### src/rtl/vga_sync_gen.sv
// Raster timing generator: free-running h/v counters plus registered decode of
// pixel coordinates, blanking, sync levels and line/frame strobes.
module vga_sync_gen #(
   parameter int H_ACTIVE = 640,
   parameter int H_FP     = 16,
   parameter int H_SYNC   = 96,
   parameter int H_BP     = 48,
   parameter int V_ACTIVE = 480,
   parameter int V_FP     = 10,
   parameter int V_SYNC   = 2,
   parameter int V_BP     = 33,
   parameter bit SYNC_POL = 1'b0
) (
   input  logic       pixel_clk,
   input  logic       resetSwitch,
   input  logic       pix_en,
   output logic [9:0] col,
   output logic [8:0] row,
   output logic       video_on,
   output logic       hsync,
   output logic       vsync,
   output logic       line_end,
   output logic       frame_start
);

   localparam logic [9:0] H_LAST     = 10'(H_ACTIVE + H_FP + H_SYNC + H_BP - 1);
   localparam logic [9:0] V_LAST     = 10'(V_ACTIVE + V_FP + V_SYNC + V_BP - 1);
   localparam logic [9:0] H_VIS_END  = 10'(H_ACTIVE);
   localparam logic [9:0] V_VIS_END  = 10'(V_ACTIVE);
   localparam logic [9:0] HS_START   = 10'(H_ACTIVE + H_FP);
   localparam logic [9:0] HS_END     = 10'(H_ACTIVE + H_FP + H_SYNC);
   localparam logic [9:0] VS_START   = 10'(V_ACTIVE + V_FP);
   localparam logic [9:0] VS_END     = 10'(V_ACTIVE + V_FP + V_SYNC);

   logic [9:0] h_cnt;
   logic [9:0] v_cnt;
   logic       h_vis;
   logic       v_vis;
   logic       vis;
   logic       h_in_sync;
   logic       v_in_sync;

   always_ff @(posedge pixel_clk or negedge resetSwitch) begin
      if (!resetSwitch) begin
         h_cnt <= '0;
         v_cnt <= '0;
      end else if (pix_en) begin
         if (h_cnt == H_LAST) begin
            h_cnt <= '0;
            v_cnt <= (v_cnt == V_LAST) ? '0 : v_cnt + 10'd1;
         end else begin
            h_cnt <= h_cnt + 10'd1;
         end
      end
   end

   always_comb begin
      h_vis     = (h_cnt < H_VIS_END);
      v_vis     = (v_cnt < V_VIS_END);
      vis       = h_vis && v_vis;
      h_in_sync = (h_cnt >= HS_START) && (h_cnt < HS_END);
      v_in_sync = (v_cnt >= VS_START) && (v_cnt < VS_END);
   end

   // Outputs sample the pre-increment counters, so every output lags the
   // counters by one enabled tick but all outputs stay aligned to each other.
   always_ff @(posedge pixel_clk or negedge resetSwitch) begin
      if (!resetSwitch) begin
         col         <= '0;
         row         <= '0;
         video_on    <= 1'b0;
         hsync       <= ~SYNC_POL;
         vsync       <= ~SYNC_POL;
         line_end    <= 1'b0;
         frame_start <= 1'b0;
      end else if (pix_en) begin
         col         <= vis ? h_cnt : 10'd0;
         row         <= vis ? v_cnt[8:0] : 9'd0;
         video_on    <= vis;
         hsync       <= h_in_sync ? SYNC_POL : ~SYNC_POL;
         vsync       <= v_in_sync ? SYNC_POL : ~SYNC_POL;
         line_end    <= (h_cnt == H_LAST);
         frame_start <= (h_cnt == 10'd0) && (v_cnt == 10'd0);
      end
   end

endmodule

### config.mk
export PLATFORM = sky130hd
export DESIGN_NAME = vga_sync_gen
export DESIGN_NICKNAME = d
export VERILOG_FILES = /design/src/rtl/vga_sync_gen.sv
export SDC_FILE = /design/constraint.sdc
export NUM_CORES = 1
export LEC_CHECK = 0
export CAP_MARGIN = 15
export CORE_ASPECT_RATIO = 0.9
export CORE_MARGIN = 2
export CORE_UTILIZATION = 51
export CTS_BUF_LIST = sky130_fd_sc_hd__clkbuf_2
export DETAILED_ROUTE_END_ITERATION = 10
export HOLD_SLACK_MARGIN = 0.08
export PLACE_DENSITY = 0.88
export RECOVER_POWER = 100
export SLEW_MARGIN = 20
export SYNTH_ARGS = -nofsm -noshare
export SYNTH_HDL_FRONTEND = slang
export SYNTH_SLANG_ARGS = --single-unit
### constraint.sdc
create_clock -name pixel_clk -period 1.7 [get_ports pixel_clk]
set_input_delay 0.34 -clock pixel_clk [delete_from_list [all_inputs] [get_ports pixel_clk]]
set_output_delay 0.34 -clock pixel_clk [all_outputs]
set_load 0.01 [all_outputs]
# --- After elaboration in Yosys (flattened, before gate mapping) ---
# Index checks and enable logic that the tools add are counted.
word_totals:
  regBits: 44
  latch_bits: 0
  mem_bits_rw: 0
  rom_bits: 0
  inputBits: 3
  word_cells: 32
  n_memories: 0
op_classes:
  add_sub_neg: 2
  multipliers: 0
  div_mod_pow: 0
  order_cmp: 6
  n_eq_ne: 2
  n_shift: 0
  n_mux: 6
  n_bitwise: 0
  n_reduce_logical: 7
op_table:
  columns: ["cell", "n"]
  rows:
  - ["two-way mux 10 bit", 3]
  - ["adder 10 x 1 -> 10 bit (second input constant)", 2]
  - ["== test 10 bit (second input constant)", 2]
  - ["zero test 10 bit", 2]
  - ["< comparator 10 bit (second input constant)", 2]
  - ["< comparator 10 x 9 -> 1 bit (second input constant)", 2]
  - ["greater-or-equal comparator 10 bit (second input constant)", 1]
  - ["greater-or-equal comparator 10 x 9 -> 1 bit (second input constant)", 1]
  - ["two-way mux 9 bit", 1]
  - ["logical AND 1 bit", 4]
  - ["two-way mux 1 bit", 2]
  - ["AND reduction 2 bit", 1]

# --- Longest topological paths before layout ---
# Gate-level depths: netlist (run 1).
depth:
  word_depth: 3
  ltp_mapped: 6
  ltp_nobuf: 6

# --- Worst setup path before layout (run 1) ---
# OpenSTA, ideal clock, no wires.
synth_timing:
  path_type: "flip-flop to flip-flop"
  from: "register h_cnt[0]"
  to: "register v_cnt[3]"
  setup_ns: 0.118
  arrival_time_ns: 1.650
  required_time_ns: 1.582
  slack_ns: -0.068
  path_stages_with_launch: 7
  synth_period_minus_slack_ns: 1.768
  path_cell_list: "dfrtp_1 ha_1 nand4_4 or4_4 buf_6 a21o_1 a21o_1"
synth_between:
  elab_chain_cells: 2
synth_rtl:
  columns: ["item", "line_no", "text"]
  rows:
  - ["start, declared", "35", "logic [9:0] h_cnt;"]
  - ["start signal, assigned", "52", "h_cnt <= h_cnt + 10'd1;"]
  - ["== test 10 bit", "48", "if (h_cnt == H_LAST) begin"]
  - ["AND reduction 2 bit (no source line)", null, null]
  - ["end signal, assigned", "50", "v_cnt <= (v_cnt == V_LAST) ? '0 : v_cnt + 10'd1;"]
  - ["end, declared", "36", "logic [9:0] v_cnt;"]
# Every way passes these cells.
# A chain may end at the register's enable or synchronous reset.

# --- Worst setup path in the final report (run 1) ---
layout_timing:
  from: "register h_cnt[0]"
  to: "register v_cnt[4]"
# Same word-level chain as after synthesis.

==> report_table.html, run 1 <==
<table>
<tr><th>Metric</th><th>Value</th></tr>
<tr><th colspan="2">Global route</th></tr>
<tr><td>Global routing usage summed across all routing layers</td><td>0.232</td></tr>
<tr><td>Antenna violations before repair</td><td>0</td></tr>
<tr><td>GR Overflow Total</td><td>0</td></tr>
<tr><td>Maximum number of pins on one net before global-route repair</td><td>between 40 and 50</td></tr>
<tr><td>First-pass GRT wire length</td><td>between 7000 and 8000 microns</td></tr>
<tr><td>Via count of the first global-routing pass</td><td>~1,600</td></tr>
<tr><th colspan="2">Clocking</th></tr>
<tr><td>H-tree Lvls</td><td>2</td></tr>
<tr><td>Clock root buffer</td><td>sky130_fd_sc_hd__clkbuf_2</td></tr>
<tr><td>Clock latency on the worst-skew pair</td><td>roughly 0.42 ns</td></tr>
<tr><td>CTS tree</td><td>built</td></tr>
<tr><td>Maximum root-to-sink buffer count</td><td>2</td></tr>
<tr><td>Clock Sink Count</td><td>between 40 and 50</td></tr>
<tr><td>Clock slew at reported path FFs</td><td>roughly 0.23 ns</td></tr>
<tr><td>Number of clock buffers inserted by TritonCTS</td><td>5</td></tr>
<tr><th colspan="2">Run</th></tr>
<tr><td>Max-capacitance violation count</td><td>0</td></tr>
<tr><th colspan="2">Layout</th></tr>
<tr><td>Non-Filler Cell Area, Final</td><td>around 2700 sq um</td></tr>
<tr><td>Most common library cell in the layout ignoring fill and taps</td><td>sky130_fd_sc_hd__dfrtp_1</td></tr>
<tr><td>Post-synthesis to final-layout area growth</td><td>33.6%</td></tr>
<tr><td>Antenna diode instance count</td><td>0</td></tr>
<tr><td>Commonest non-fill, non-tap cells in the layout</td><td>sky130_fd_sc_hd__dfrtp_1, sky130_fd_sc_hd__buf_4, sky130_fd_sc_hd__dlygate4sd2_1</td></tr>
<tr><td>Total Nets Final</td><td>about 250</td></tr>
<tr><td>Proportion of layout cells with a drive suffix above 1</td><td>0.264</td></tr>
<tr><th colspan="2">Critical path</th></tr>
<tr><td>Crit Path Category</td><td>reg2reg</td></tr>
<tr><td>Endpoint arrival time on the critical path</td><td>2.01 ns</td></tr>
<tr><td>FF-to-FF setup slack</td><td>-0.01 ns</td></tr>
<tr><td>Cell depth of the worst flop-to-flop path</td><td>5</td></tr>
<tr><td>Nature of the critical path endpoint</td><td>flip-flop</td></tr>
<tr><td>Critical-path maximum fanout</td><td>5</td></tr>
<tr><td>Origin of the worst setup path</td><td>h_cnt[0]$_DFFE_PN0P_</td></tr>
<tr><td>Launch instance of the worst register-to-register path</td><td>h_cnt[0]$_DFFE_PN0P_</td></tr>
<tr><td>Capture instance of the worst register-to-register path</td><td>v_cnt[4]$_DFFE_PN0P_</td></tr>
<tr><td>Last element of the critical path</td><td>v_cnt[4]$_DFFE_PN0P_</td></tr>
<tr><td>Worst endpoint required time</td><td>approximately 2 ns</td></tr>
<tr><td>Critical path startpoint category</td><td>flip-flop</td></tr>
<tr><th colspan="2">Detailed routing</th></tr>
<tr><td>Vias/cell</td><td>about 5.9</td></tr>
<tr><td>Number of detailed-route iterations in the first pass</td><td>4</td></tr>
<tr><td>Residual antenna-violating net count after detailed routing</td><td>0</td></tr>
<tr><td>DRT Wirelength</td><td>between 5000 and 6000 microns</td></tr>
<tr><td>Number of violations reported at the end of detailed-routing iteration 0</td><td>170</td></tr>
<tr><td>Post-route DRC violation count</td><td>0</td></tr>
<tr><td>Average wire length per cell after detail routing</td><td>17.2 microns</td></tr>
<tr><td>Total number of vias</td><td>between 1,500 and 2,000</td></tr>
<tr><th colspan="2">Die</th></tr>
<tr><td>Height of the die</td><td>between 60 and 70 microns</td></tr>
<tr><td>Area inside the core boundary</td><td>roughly 3800 sq um</td></tr>
<tr><td>Placement row count</td><td>21</td></tr>
<tr><td>Die Span X</td><td>around 70 microns</td></tr>
<tr><td>Initial Utilization</td><td>0.534</td></tr>
<tr><td>Total Die Area</td><td>4450 sq um</td></tr>
<tr><td>I/O pin cnt</td><td>27</td></tr>
<tr><th colspan="2">Yosys</th></tr>
<tr><td>Number of nets produced by synthesis</td><td>roughly 190</td></tr>
<tr><td>Cell area after synthesis</td><td>around 2000 sq um</td></tr>
<tr><td>Main synth FF type</td><td>sky130_fd_sc_hd__dfrtp_1</td></tr>
<tr><td>Number of enable-type register cells in the synthesized netlist</td><td>0</td></tr>
<tr><td>Synth warnings</td><td>0</td></tr>
<tr><td>Post-Syn Instances</td><td>180</td></tr>
<tr><td>Total of flip-flops plus latches after synthesis</td><td>44</td></tr>
<tr><td>Fraction of post-synthesis cell area in the top cell type by area</td><td>0.524</td></tr>
<tr><td>Part of the Yosys area used for sequential elements</td><td>0.550</td></tr>
<tr><td>Synth async-reset ratio</td><td>1.00</td></tr>
<tr><td>Average cell area after synthesis</td><td>11.1 sq um</td></tr>
<tr><td>Top cells by area in the synthesized netlist</td><td>sky130_fd_sc_hd__dfrtp_1, sky130_fd_sc_hd__a22o_1, sky130_fd_sc_hd__dfstp_2</td></tr>
<tr><td>Distinct cells, synth</td><td>40</td></tr>
<tr><td>Cell taking the most area after synthesis</td><td>sky130_fd_sc_hd__dfrtp_1</td></tr>
<tr><th colspan="2">STA</th></tr>
<tr><td>Number of endpoints with negative hold slack in the final report</td><td>0</td></tr>
<tr><td>Final-layout worst hold slack</td><td>between 0.5 and 0.6 ns</td></tr>
<tr><td>Max Transition Viols Final</td><td>0</td></tr>
<tr><td>Time the worst path needs with I/O delays and setup</td><td>approximately 1.7 ns</td></tr>
<tr><td>Worst slew margin</td><td>0.298</td></tr>
<tr><td>Worst-margin pin slew</td><td>between 1 and 1.5 ns</td></tr>
<tr><td>Worst Slack Setup Final</td><td>-0.0127 ns</td></tr>
<tr><td>Share of the clock period used by the worst path</td><td>1.01</td></tr>
<tr><td>Highest achievable clock rate</td><td>about 580 MHz</td></tr>
<tr><td>Worst Clk Skew</td><td>0.0333 ns</td></tr>
<tr><td>Unrepaired setup endpoints after global routing</td><td>yes</td></tr>
<tr><td>Final setup violation count</td><td>1</td></tr>
<tr><th colspan="2">Placed design</th></tr>
<tr><td>Final weighted congestion of routability-driven global placement</td><td>approximately 0.89</td></tr>
<tr><td>Post-detailed-placement half-perimeter wirelength</td><td>3060 microns</td></tr>
<tr><td>Number of port buffers</td><td>26</td></tr>
<tr><td>Placed cell areas</td><td>2460 sq um</td></tr>
<tr><th colspan="2">Pwr</th></tr>
<tr><td>Cell Pwr Density</td><td>880 nW/um^2</td></tr>
<tr><td>Total power of the final layout</td><td>approximately 2.4 mW</td></tr>
<tr><td>Worst-case vdd ir drop</td><td>around 470 uV</td></tr>
<tr><td>Leakage Power</td><td>between 1 and 1.5 nW</td></tr>
<tr><th colspan="2">Status</th></tr>
<tr><td>Result of the run</td><td>finished with violations</td></tr>
<tr><td>Violated checks</td><td>setup timing</td></tr>
<tr><th colspan="2">Worst hold path</th></tr>
<tr><td>Hold Path Cell Cnt</td><td>1</td></tr>
<tr><td>Class of the tightest hold or removal check</td><td>reg2reg</td></tr>
</table>
[metal layers]
metal / share of wire / up-vias / global-route usage / routed length (microns)
met4: 0.028 / 0 / 0.103 / 142
li1: - / 784 / - / -
met2: 0.48 / 59 / 0.346 / 2400
met5: 0 / - / 0 / 0
met3: 0.059 / 13 / 0.0432 / 295
met1: 0.43 / 867 / 0.330 / 2180
[cell usage after synthesis (2+ instances only)]
cell type / number
sky130_fd_sc_hd__dfrtp_1: 42
sky130_fd_sc_hd__nor4_1: 4
sky130_fd_sc_hd__clkbuf_1: 6
sky130_fd_sc_hd__nand2_1: 12
sky130_fd_sc_hd__nand2b_1: 2
sky130_fd_sc_hd__a22o_1: 18
sky130_fd_sc_hd__o21ai_0: 9
sky130_fd_sc_hd__and4_1: 2
sky130_fd_sc_hd__nor2_1: 8
sky130_fd_sc_hd__buf_2: 6
sky130_fd_sc_hd__nand4_1: 5
sky130_fd_sc_hd__ha_1: 4
sky130_fd_sc_hd__inv_1: 7
sky130_fd_sc_hd__nor3_1: 4
sky130_fd_sc_hd__nand3_1: 10
sky130_fd_sc_hd__and3_1: 3
sky130_fd_sc_hd__a21oi_1: 3
sky130_fd_sc_hd__xor2_1: 5
sky130_fd_sc_hd__dfstp_2: 2
sky130_fd_sc_hd__a21o_1: 4
sky130_fd_sc_hd__xnor2_1: 5
[registers in the layout, indices dropped and copies added, names as in the netlist]
name	cells
row	9
frame_start	1
h_cnt	10
vsync	1
v_cnt	10
video_on	1
col	10
hsync	1
line_end	1
[critical path, cell delays in order, from the launching register on]
cell	delay, ns
sky130_fd_sc_hd__dfrtp_1	0.46
sky130_fd_sc_hd__ha_4	0.18
sky130_fd_sc_hd__nand4_4	0.10
sky130_fd_sc_hd__or4_4	0.50
sky130_fd_sc_hd__o21ai_1	0.25
sky130_fd_sc_hd__o31ai_2	0.10
[stage by stage]
| stage | util | cells | TNS, ns | setup slack [ns] |
|---|---|---|---|---|
| 2_1_floorplan | - | 180 | 0 | 0.0175 |
| 3_3_place_gp | 0.655 | 265 | -3.07 | -0.256 |
| 3_5_place_dp | 0.655 | 265 | -4.53 | -0.283 |
| 4_1_cts | 0.687 | 286 | 0 | 0.00233 |
| 5_1_grt | 0.713 | 292 | -0.194 | -0.0617 |
| 6_report | 0.713 | 292 | -0.0127 | -0.0127 |
[power breakdown]
part | internal, mW | switching (mW) | leakage (nW)
Sequential | 1.16 | 0.0869 | 0.570
Clock | 0.103 | 0.342 | 0.0266
Combinational | 0.340 | 0.329 | 0.827
[final cells by class]
type | count | area [sq um]
flip-flops and latches | 44 | 1100
fillers | 267 | 1080
multi-input cells | 117 | 868
repair buffers | 70 | 582
well taps | 46 | 57.6
clock buffers | 6 | 30.0
inverters | 7 | 26.3
clock inverters | 2 | 11.3
[worst min path at each step]
stage                              start              endpoint  slack, ns
floorplan                    resetSwitch    col[0]$_DFFE_PN0P_       0.04
global placement             resetSwitch    row[5]$_DFFE_PN0P_       0.44
detailed placement           resetSwitch    row[5]$_DFFE_PN0P_       0.45
CTS                          resetSwitch    col[9]$_DFFE_PN0P_       0.51
global route        line_end$_DFFE_PN0P_  line_end$_DFFE_PN0P_       0.53
finish              line_end$_DFFE_PN0P_  line_end$_DFFE_PN0P_       0.50
[timing repair]
item,CTS,global route
hold buffers,1,0
endpoints found under the setup margin,21,15
gates resized for setup,19,14
pin swaps,0,5
cloned,0,1
hold endpoints to repair,42,0
setup buffers,12,5
[cells by family after synthesis]
kind of cell / count (synthesis) / share of synthesized area
simple gates: 61 / 0.182
compound gates: 40 / 0.149
mux: 1 / 0.00499
buf+inv: 20 / 0.0449
xor+xnor: 10 / 0.0437
flops: 44 / 0.550
fa+ha+maj: 4 / 0.0250
Power figures use the tool's default switching activity.
==> run 2, diff against run 1 <==
ABC_AREA = 1   (was not set)
PLACE_DENSITY = not set   (was 0.88)
PLACE_DENSITY_LB_ADDON = 0.1   (was not set)
==> run 2 against run 1 <==
The flow now finishes without violations. Clock power down 10%. Non-clock buffer count fell by 14. Synthesized area rose by 7.1%. Critical path type unchanged. Largest cell class unchanged. Routed wire length fell by 9.4%. Setup slack better by 0.097 ns. Global-route usage decreased by 2.2 points.
==> report_table.html, run 2 <==
<table>
<tr><th>Metric</th><th>Value</th></tr>
<tr><th colspan="2">Clocking</th></tr>
<tr><td>Clock root buffer</td><td>sky130_fd_sc_hd__clkbuf_2</td></tr>
<tr><td>Clock latency on the worst-skew pair</td><td>0.39 ns (-0.03 ns)</td></tr>
<tr><td>Maximum root-to-sink buffer count</td><td>2 (unchanged)</td></tr>
<tr><td>Clock slew at reported path FFs</td><td>0.19 ns (-0.04 ns)</td></tr>
<tr><td>Clock Sink Count</td><td>44 (unchanged)</td></tr>
<tr><td>Number of clock buffers inserted by TritonCTS</td><td>5 (unchanged)</td></tr>
<tr><td>CTS tree</td><td>built</td></tr>
<tr><td>H-tree Lvls</td><td>2 (unchanged)</td></tr>
<tr><th colspan="2">Layout</th></tr>
<tr><td>Post-synthesis to final-layout area growth</td><td>24.2%</td></tr>
<tr><td>Registers with the most flip-flops</td><td>col x10, h_cnt x10, v_cnt x10</td></tr>
<tr><td>Total Nets Final</td><td>304 (+21%)</td></tr>
<tr><td>Commonest non-fill, non-tap cells in the layout</td><td>sky130_fd_sc_hd__nand2_1, sky130_fd_sc_hd__dfrtp_1, sky130_fd_sc_hd__inv_1</td></tr>
<tr><td>Antenna diode instance count</td><td>0 (unchanged)</td></tr>
<tr><td>Non-Filler Cell Area, Final</td><td>2670 sq um (-0.42%)</td></tr>
<tr><td>Most common library cell in the layout ignoring fill and taps</td><td>sky130_fd_sc_hd__nand2_1</td></tr>
<tr><td>Proportion of layout cells with a drive suffix above 1</td><td>0.182 (-0.0824)</td></tr>
<tr><th colspan="2">Global route</th></tr>
<tr><td>Maximum number of pins on one net before global-route repair</td><td>28 (-38%)</td></tr>
<tr><td>Antenna violations before repair</td><td>0 (unchanged)</td></tr>
<tr><td>Global routing usage summed across all routing layers</td><td>0.210 (-0.0215)</td></tr>
<tr><td>First-pass GRT wire length</td><td>7600 microns (-4.4%)</td></tr>
<tr><td>Fraction of met3 tracks used by global routing</td><td>0.0414 (-0.00179)</td></tr>
<tr><td>GR Overflow Total</td><td>0 (unchanged)</td></tr>
<tr><td>Met2 layer usage reported by global route</td><td>0.307 (-0.0391)</td></tr>
<tr><td>Met1 layer usage reported by global route</td><td>0.320 (-0.00984)</td></tr>
<tr><td>Most used routing layer</td><td>met1</td></tr>
<tr><td>Via count of the first global-routing pass</td><td>1,610 (-1.2%)</td></tr>
<tr><th colspan="2">Critical path</th></tr>
<tr><td>Crit Path Category</td><td>reg2reg</td></tr>
<tr><td>Endpoint arrival time on the critical path</td><td>1.94 ns (-0.07 ns)</td></tr>
<tr><td>Critical path startpoint category</td><td>flip-flop</td></tr>
<tr><td>Worst endpoint required time</td><td>2.03 ns (+0.03 ns)</td></tr>
<tr><td>Cell depth of the worst flop-to-flop path</td><td>8 (+3)</td></tr>
<tr><td>Nature of the critical path endpoint</td><td>flip-flop</td></tr>
<tr><td>Critical-path maximum fanout</td><td>9 (+4)</td></tr>
<tr><th colspan="2">Yosys</th></tr>
<tr><td>Synth async-reset ratio</td><td>1.00 (unchanged)</td></tr>
<tr><td>Number of enable-type register cells in the synthesized netlist</td><td>0 (unchanged)</td></tr>
<tr><td>Main synth FF type</td><td>sky130_fd_sc_hd__dfrtp_1</td></tr>
<tr><td>Top cells by area in the synthesized netlist</td><td>sky130_fd_sc_hd__dfrtp_1, sky130_fd_sc_hd__nand2_1, sky130_fd_sc_hd__o21ai_0</td></tr>
<tr><td>Fraction of post-synthesis cell area in the top cell type by area</td><td>0.489 (-0.0348)</td></tr>
<tr><td>Part of the Yosys area used for sequential elements</td><td>0.514 (-0.0365)</td></tr>
<tr><td>Distinct cells, synth</td><td>28 (-30%)</td></tr>
<tr><td>Most instantiated library cell after synthesis</td><td>sky130_fd_sc_hd__nand2_1</td></tr>
<tr><td>Average cell area after synthesis</td><td>8.88 sq um (-20%)</td></tr>
<tr><td>Synth top cells by count</td><td>sky130_fd_sc_hd__nand2_1, sky130_fd_sc_hd__dfrtp_1, sky130_fd_sc_hd__inv_1, sky130_fd_sc_hd__o21ai_0, sky130_fd_sc_hd__nor2_1</td></tr>
<tr><td>Post-Syn Instances</td><td>242 (+34%)</td></tr>
<tr><td>Total of flip-flops plus latches after synthesis</td><td>44 (unchanged)</td></tr>
<tr><td>Number of nets produced by synthesis</td><td>249 (+33%)</td></tr>
<tr><td>Cell taking the most area after synthesis</td><td>sky130_fd_sc_hd__dfrtp_1</td></tr>
<tr><td>Cell area after synthesis</td><td>2150 sq um (+7.1%)</td></tr>
<tr><td>Synth warnings</td><td>0 (unchanged)</td></tr>
<tr><th colspan="2">Detailed routing</th></tr>
<tr><td>DRT Wirelength</td><td>4550 microns (-9.4%)</td></tr>
<tr><td>Average wire length per cell after detail routing</td><td>13.2 microns (-23%)</td></tr>
<tr><td>Post-route DRC violation count</td><td>0 (unchanged)</td></tr>
<tr><td>Residual antenna-violating net count after detailed routing</td><td>0 (unchanged)</td></tr>
<tr><td>Number of detailed-route iterations in the first pass</td><td>4 (unchanged)</td></tr>
<tr><td>Vias/cell</td><td>5.00 (-15%)</td></tr>
<tr><td>Total number of vias</td><td>1,726 (+0.17%)</td></tr>
<tr><td>Number of violations reported at the end of detailed-routing iteration 0</td><td>197 (+16%)</td></tr>
<tr><th colspan="2">STA</th></tr>
<tr><td>Highest achievable clock rate</td><td>619 MHz (+6.0%)</td></tr>
<tr><td>Worst-margin pin slew</td><td>1.05 ns (-0.00309 ns)</td></tr>
<tr><td>Worst Slack Setup Final</td><td>0.0845 ns (+0.0972 ns)</td></tr>
<tr><td>Max Transition Viols Final</td><td>0 (unchanged)</td></tr>
<tr><td>Share of the clock period used by the worst path</td><td>0.950 (-0.0572)</td></tr>
<tr><td>Final setup violation count</td><td>0 (-1)</td></tr>
<tr><td>Time the worst path needs with I/O delays and setup</td><td>1.62 ns (-0.0972 ns)</td></tr>
<tr><td>Worst slew margin</td><td>0.300 (+0.00206)</td></tr>
<tr><td>Number of endpoints with negative hold slack in the final report</td><td>0 (unchanged)</td></tr>
<tr><td>Worst Clk Skew</td><td>0.0176 ns (-0.0157 ns)</td></tr>
<tr><td>Unrepaired setup endpoints after global routing</td><td>no</td></tr>
<tr><th colspan="2">Worst hold path</th></tr>
<tr><td>Class of the tightest hold or removal check</td><td>reg2reg</td></tr>
<tr><td>Hold Path Cell Cnt</td><td>2 (+1)</td></tr>
<tr><th colspan="2">Die</th></tr>
<tr><td>I/O pin cnt</td><td>27 (unchanged)</td></tr>
<tr><td>Total Die Area</td><td>4750 sq um (+6.7%)</td></tr>
<tr><td>Initial Utilization</td><td>0.527 (-0.00647)</td></tr>
<tr><td>Die Span X</td><td>72.4 microns (+3.3%)</td></tr>
<tr><td>Height of the die</td><td>65.6 microns (+3.3%)</td></tr>
<tr><td>Area inside the core boundary</td><td>4070 sq um (+8.4%)</td></tr>
<tr><td>Placement row count</td><td>22 (+4.8%)</td></tr>
<tr><th colspan="2">Placed design</th></tr>
<tr><td>Placed cell areas</td><td>2520 sq um (+2.3%)</td></tr>
<tr><td>Post-detailed-placement half-perimeter wirelength</td><td>3090 microns (+1.2%)</td></tr>
<tr><td>Post-place setup slack</td><td>-0.129 ns (+0.154 ns)</td></tr>
<tr><td>Number of port buffers</td><td>26 (unchanged)</td></tr>
<tr><td>Final weighted congestion of routability-driven global placement</td><td>0.858 (-3.8%)</td></tr>
<tr><th colspan="2">Pwr</th></tr>
<tr><td>Worst-case vdd ir drop</td><td>618 uV (+32%)</td></tr>
<tr><td>Cell Pwr Density</td><td>1080 nW/um^2 (+22%)</td></tr>
<tr><td>Leakage Power</td><td>1.25 nW (-12%)</td></tr>
<tr><th colspan="2">Run</th></tr>
<tr><td>Max-capacitance violation count</td><td>0 (unchanged)</td></tr>
<tr><th colspan="2">Status</th></tr>
<tr><td>Result of the run</td><td>finished clean</td></tr>
</table>
-- run 2: cell types whose count changed after synthesis, moves of 4 or more --
cell	delta
sky130_fd_sc_hd__inv_1	+20
sky130_fd_sc_hd__nand3_1	+6
sky130_fd_sc_hd__a21o_1	-4
sky130_fd_sc_hd__o21ai_0	+12
sky130_fd_sc_hd__xnor2_1	-5
sky130_fd_sc_hd__o21ai_2	+11
sky130_fd_sc_hd__nor2_1	+10
sky130_fd_sc_hd__nand2_1	+45
sky130_fd_sc_hd__buf_2	-4
sky130_fd_sc_hd__a22o_1	-17
-- run 2: power breakdown --
group          switching (mW)  leakage (nW)  internal, mW
Combinational           0.570         0.658         0.475
Sequential              0.172         0.567          1.26
Clock                   0.314        0.0239        0.0850
Total                    1.06          1.25          1.82
-- run 2: final cells by class --
type,count,area (sq um)
tap,48,60.1
fill,352,1410
timing repair buffer,56,479
sequential,44,1100
clock buffer,5,25.0
clock inverter,2,7.51
inverter,29,111
multi-input combinational,161,881
-- run 2: per-layer routing --
metal / vias up / share of wire / wire [microns]
li1: 891 / - / -
met1: 792 / 0.51 / 2300
met5: - / 0 / 0
met3: 4 / 0.043 / 194
met2: 39 / 0.45 / 2020
met4: 0 / 0.0070 / 32
-- run 2: logic make-up (layout without fill, tap and decap cells) --
family          Yosys count  after routing  synth area share
simple gates            111            111             0.236
compound gates           40             40             0.125
buf+inv                  37             92            0.0775
flops                    44             44             0.514
fa+ha+maj                 4              4            0.0233
xor+xnor                  6              6            0.0245
-- run 2: path summary, 6_finish.rpt --
kind	start	endpoint	slack (ns)
worst min register to register	frame_start$_DFFE_PN0P_	frame_start$_DFFE_PN0P_	0.50
worst max-delay path	h_cnt[8]$_DFFE_PN0P_	col[7]$_DFFE_PN0P_	0.08
min in group asynchronous	resetSwitch	v_cnt[6]$_DFFE_PN0P_	0.62
worst max register to register	h_cnt[8]$_DFFE_PN0P_	col[7]$_DFFE_PN0P_	0.08
worst min-delay path	frame_start$_DFFE_PN0P_	frame_start$_DFFE_PN0P_	0.50
max in group asynchronous	resetSwitch	hsync$_DFFE_PN1P_	0.30
-- run 2: stage by stage --
stage / power (mW) / utilization / hold slack (ns) / TNS (ns) / cells
2_1_floorplan: 2.00 / - / 0.0444 / 0 / 242
3_3_place_gp: 2.42 / 0.618 / 0.305 / -1.10 / 321
3_5_place_dp: 2.43 / 0.618 / 0.301 / -1.84 / 321
4_1_cts: 2.83 / 0.628 / 0.372 / 0 / 329
5_1_grt: 3.09 / 0.655 / 0.534 / 0 / 345
6_report: 2.87 / 0.655 / 0.502 / 0 / 345
-- run 2: timing repair --
item / CTS / global route
hold buffers: 1 / 0
pin swaps: 0 / 2
gates resized for setup: 2 / 23
buffers inserted: 0 / 16
hold endpoints to repair: 16 / 0
setup endpoints to repair: 2 / 32
-- run 2: critical path: stages, from the launching register on --
cell and delay (ns):
sky130_fd_sc_hd__dfrtp_1 0.45, sky130_fd_sc_hd__clkbuf_2 0.19, sky130_fd_sc_hd__nand2_4 0.11, sky130_fd_sc_hd__nand2_1 0.06
sky130_fd_sc_hd__nor2_1 0.20, sky130_fd_sc_hd__o31ai_4 0.12, sky130_fd_sc_hd__buf_4 0.19, sky130_fd_sc_hd__clkbuf_4 0.14
sky130_fd_sc_hd__o21ai_2 0.10
==> run 3, diff against run 2 <==
CORE_MARGIN = not set   (was 2)
PLACE_DENSITY_LB_ADDON = 0.25   (was 0.1)
==> run 3 against run 2 <==
Sequential cell count unchanged. Setup slack got worse by 0.049 ns. Largest power group unchanged. Highest routed layer unchanged. Die area fell by 5.7%. Core utilization shrank 0.23 points.
==> report_table.html, run 3 (synthesis results as in run 2) <==
<table>
<tr><th>Metric</th><th>Value</th></tr>
<tr><th colspan="2">Global route</th></tr>
<tr><td>Global routing usage summed across all routing layers</td><td>0.213 (+0.00267)</td></tr>
<tr><td>First-pass GRT wire length</td><td>7420 microns (-2.4%)</td></tr>
<tr><td>Maximum number of pins on one net before global-route repair</td><td>45 (+61%)</td></tr>
<tr><td>GR Overflow Total</td><td>0 (unchanged)</td></tr>
<tr><td>Via count of the first global-routing pass</td><td>1,555 (-3.4%)</td></tr>
<tr><td>Antenna violations before repair</td><td>0 (unchanged)</td></tr>
<tr><th colspan="2">Layout</th></tr>
<tr><td>Proportion of layout cells with a drive suffix above 1</td><td>0.160 (-0.0220)</td></tr>
<tr><td>Non-Filler Cell Area, Final</td><td>2640 sq um (-1.0%)</td></tr>
<tr><td>Antenna diode instance count</td><td>0 (unchanged)</td></tr>
<tr><td>Layout Cells excl Fill</td><td>342 (-0.87%)</td></tr>
<tr><td>Most common library cell in the layout ignoring fill and taps</td><td>sky130_fd_sc_hd__nand2_1</td></tr>
<tr><td>Total Nets Final</td><td>301 (-0.99%)</td></tr>
<tr><td>Post-synthesis to final-layout area growth</td><td>22.9%</td></tr>
<tr><td>Registers with the most flip-flops</td><td>col x10, h_cnt x10, v_cnt x10</td></tr>
<tr><td>Commonest non-fill, non-tap cells in the layout</td><td>sky130_fd_sc_hd__nand2_1, sky130_fd_sc_hd__dfrtp_1, sky130_fd_sc_hd__inv_1, sky130_fd_sc_hd__o21ai_0</td></tr>
<tr><th colspan="2">Detailed routing</th></tr>
<tr><td>Number of detailed-route iterations in the first pass</td><td>4 (unchanged)</td></tr>
<tr><td>Number of violations reported at the end of detailed-routing iteration 0</td><td>118 (-40%)</td></tr>
<tr><td>Vias/cell</td><td>5.09 (+1.8%)</td></tr>
<tr><td>Residual antenna-violating net count after detailed routing</td><td>0 (unchanged)</td></tr>
<tr><td>Post-route DRC violation count</td><td>0 (unchanged)</td></tr>
<tr><td>Total number of vias</td><td>1,741 (+0.87%)</td></tr>
<tr><td>DRT Wirelength</td><td>4410 microns (-3.1%)</td></tr>
<tr><td>Average wire length per cell after detail routing</td><td>12.9 microns (-2.2%)</td></tr>
<tr><th colspan="2">Pwr</th></tr>
<tr><td>Share of total power in sequential cells</td><td>0.454 (-0.044)</td></tr>
<tr><td>Leakage Power</td><td>1.26 nW (+0.83%)</td></tr>
<tr><td>Internal power of the cells</td><td>2.09 mW (+15%)</td></tr>
<tr><td>Comb power frac</td><td>0.311 (-0.052)</td></tr>
<tr><td>Net switching share of the total power</td><td>0.329 (-0.0382)</td></tr>
<tr><td>Switching power of the nets</td><td>1.03 mW (-2.8%)</td></tr>
<tr><td>Total power of the final layout</td><td>3.12 mW (+8.5%)</td></tr>
<tr><td>Cell Pwr Density</td><td>1180 nW/um^2 (+9.6%)</td></tr>
<tr><td>Worst-case vdd ir drop</td><td>702 uV (+14%)</td></tr>
<tr><td>Clock network fraction of total power</td><td>0.235 (+0.096)</td></tr>
<tr><th colspan="2">Die</th></tr>
<tr><td>Height of the die</td><td>63.6 microns (-3.1%)</td></tr>
<tr><td>Area inside the core boundary</td><td>4050 sq um (-0.68%)</td></tr>
<tr><td>I/O pin cnt</td><td>27 (unchanged)</td></tr>
<tr><td>Placement row count</td><td>22 (unchanged)</td></tr>
<tr><td>Initial Utilization</td><td>0.531 (+0.00359)</td></tr>
<tr><td>Die Span X</td><td>70.4 microns (-2.8%)</td></tr>
<tr><td>Total Die Area</td><td>4480 sq um (-5.7%)</td></tr>
<tr><th colspan="2">Clocking</th></tr>
<tr><td>Maximum root-to-sink buffer count</td><td>2 (unchanged)</td></tr>
<tr><td>Clock root buffer</td><td>sky130_fd_sc_hd__clkbuf_2</td></tr>
<tr><td>CTS tree</td><td>built</td></tr>
<tr><td>Clock latency on the worst-skew pair</td><td>0.42 ns (+0.03 ns)</td></tr>
<tr><td>H-tree Lvls</td><td>2 (unchanged)</td></tr>
<tr><td>Clock slew at reported path FFs</td><td>0.22 ns (+0.03 ns)</td></tr>
<tr><td>Clock Sink Count</td><td>44 (unchanged)</td></tr>
<tr><td>Number of clock buffers inserted by TritonCTS</td><td>5 (unchanged)</td></tr>
<tr><th colspan="2">Critical path</th></tr>
<tr><td>Critical-path maximum fanout</td><td>2 (-7)</td></tr>
<tr><td>Largest delay contributor family on the critical path</td><td>buffers and inverters</td></tr>
<tr><td>Number of buffer and inverter stages on the critical path</td><td>1 (-2)</td></tr>
<tr><td>Worst endpoint required time</td><td>1.36 ns (-0.67 ns)</td></tr>
<tr><td>Critical path startpoint category</td><td>flip-flop</td></tr>
<tr><td>Endpoint arrival time on the critical path</td><td>1.32 ns (-0.62 ns)</td></tr>
<tr><td>Largest stage delay, worst path</td><td>0.53 ns (+0.08 ns)</td></tr>
<tr><td>Crit Path Category</td><td>reg2out</td></tr>
<tr><td>Nature of the critical path endpoint</td><td>output port</td></tr>
<tr><td>Slowest cell on the critical path</td><td>sky130_fd_sc_hd__clkdlybuf4s50_1</td></tr>
<tr><td>Critical-path cell list</td><td>clkdlybuf4s50_1</td></tr>
<tr><th colspan="2">Worst hold path</th></tr>
<tr><td>Class of the tightest hold or removal check</td><td>reg2reg</td></tr>
<tr><th colspan="2">STA</th></tr>
<tr><td>Share of the clock period used by the worst path</td><td>0.979 (+0.0287)</td></tr>
<tr><td>Worst Clk Skew</td><td>0.0233 ns (+0.00574 ns)</td></tr>
<tr><td>Unrepaired setup endpoints after global routing</td><td>no</td></tr>
<tr><td>Highest achievable clock rate</td><td>601 MHz (-2.9%)</td></tr>
<tr><td>Max Transition Viols Final</td><td>0 (unchanged)</td></tr>
<tr><td>Time the worst path needs with I/O delays and setup</td><td>1.66 ns (+0.0488 ns)</td></tr>
<tr><td>Worst slew margin</td><td>0.292 (-0.00848)</td></tr>
<tr><td>Worst-margin pin slew</td><td>1.06 ns (+0.0127 ns)</td></tr>
<tr><td>Final setup violation count</td><td>0 (unchanged)</td></tr>
<tr><td>Accumulated negative setup slack</td><td>0 ns (unchanged)</td></tr>
<tr><td>Number of endpoints with negative hold slack in the final report</td><td>0 (unchanged)</td></tr>
<tr><th colspan="2">Status</th></tr>
<tr><td>Result of the run</td><td>finished clean</td></tr>
<tr><th colspan="2">Placed design</th></tr>
<tr><td>Placed cell areas</td><td>2510 sq um (-0.30%)</td></tr>
<tr><td>Number of port buffers</td><td>26 (unchanged)</td></tr>
<tr><td>Post-detailed-placement half-perimeter wirelength</td><td>2990 microns (-3.5%)</td></tr>
<tr><td>Final weighted congestion of routability-driven global placement</td><td>0.856 (-0.23%)</td></tr>
<tr><td>Number of placed instances, taps included</td><td>320 (-0.31%)</td></tr>
<tr><th colspan="2">Run</th></tr>
<tr><td>Max-capacitance violation count</td><td>0 (unchanged)</td></tr>
</table>
[run 3: worst paths after layout]
kind                                 startpoint                    to  slack, ns  cells after the start
min reg2reg                v_cnt[6]$_DFFE_PN0P_  v_cnt[6]$_DFFE_PN0P_       0.51                      1
min in group asynchronous           resetSwitch  v_cnt[9]$_DFFE_PN0P_       0.69                      3
max reg2reg                h_cnt[7]$_DFFE_PN0P_  v_cnt[8]$_DFFE_PN0P_       0.20                      7
min                        v_cnt[6]$_DFFE_PN0P_  v_cnt[6]$_DFFE_PN0P_       0.51                      1
max in group asynchronous           resetSwitch  h_cnt[3]$_DFFE_PN0P_       0.34                      3
max                        line_end$_DFFE_PN0P_              line_end       0.04                      1
[run 3: repair_timing]
action                                  in CTS  in global routing
endpoints found under the setup margin       5                 26
endpoints found under the hold margin       42                  0
resized for setup                            4                 17
buffers inserted                             2                 12
pin swaps                                    0                  1
hold buffers                                 1                  0
[run 3: power by group through the flow]
stage / combinational [mW] / clock (mW) / sequential [mW]
6_report: 0.969 / 0.733 / 1.42
5_1_grt: 1.08 / 0.775 / 1.45
4_1_cts: 0.995 / 0.733 / 1.42
3_5_place_dp: 0.985 / 0 / 1.44
3_3_place_gp: 0.961 / 0 / 1.44
2_1_floorplan: 0.525 / 0 / 1.48
[run 3: area by class of cell]
class | count | area (sq um)
clock buffers | 5 | 25.0
clock inverters | 2 | 60.1
fillers | 363 | 1410
inverters | 29 | 111
multi-input cells | 161 | 840
flip-flops and latches | 44 | 1100
well taps | 48 | 60.1
repair buffers | 53 | 440
[run 3: stage by stage]
stage          hold slack [ns]  worst slack [ns]  utilization
2_1_floorplan           0.0444             0.435            -
3_3_place_gp             0.333           -0.0297        0.621
3_5_place_dp             0.336            -0.140        0.621
4_1_cts                  0.388           0.00165        0.647
5_1_grt                  0.537           0.00455        0.652
6_report                 0.505            0.0357        0.652
[run 3: per-layer routing]
layer | GRT usage | vias to the layer above | wire length (microns)
met5 | 0 | - | 0
met2 | 0.317 | 32 | 1900
met3 | 0.0384 | 9 | 152
met4 | 0.0750 | 0 | 71
met1 | 0.311 | 815 | 2280
li1 | - | 885 | -
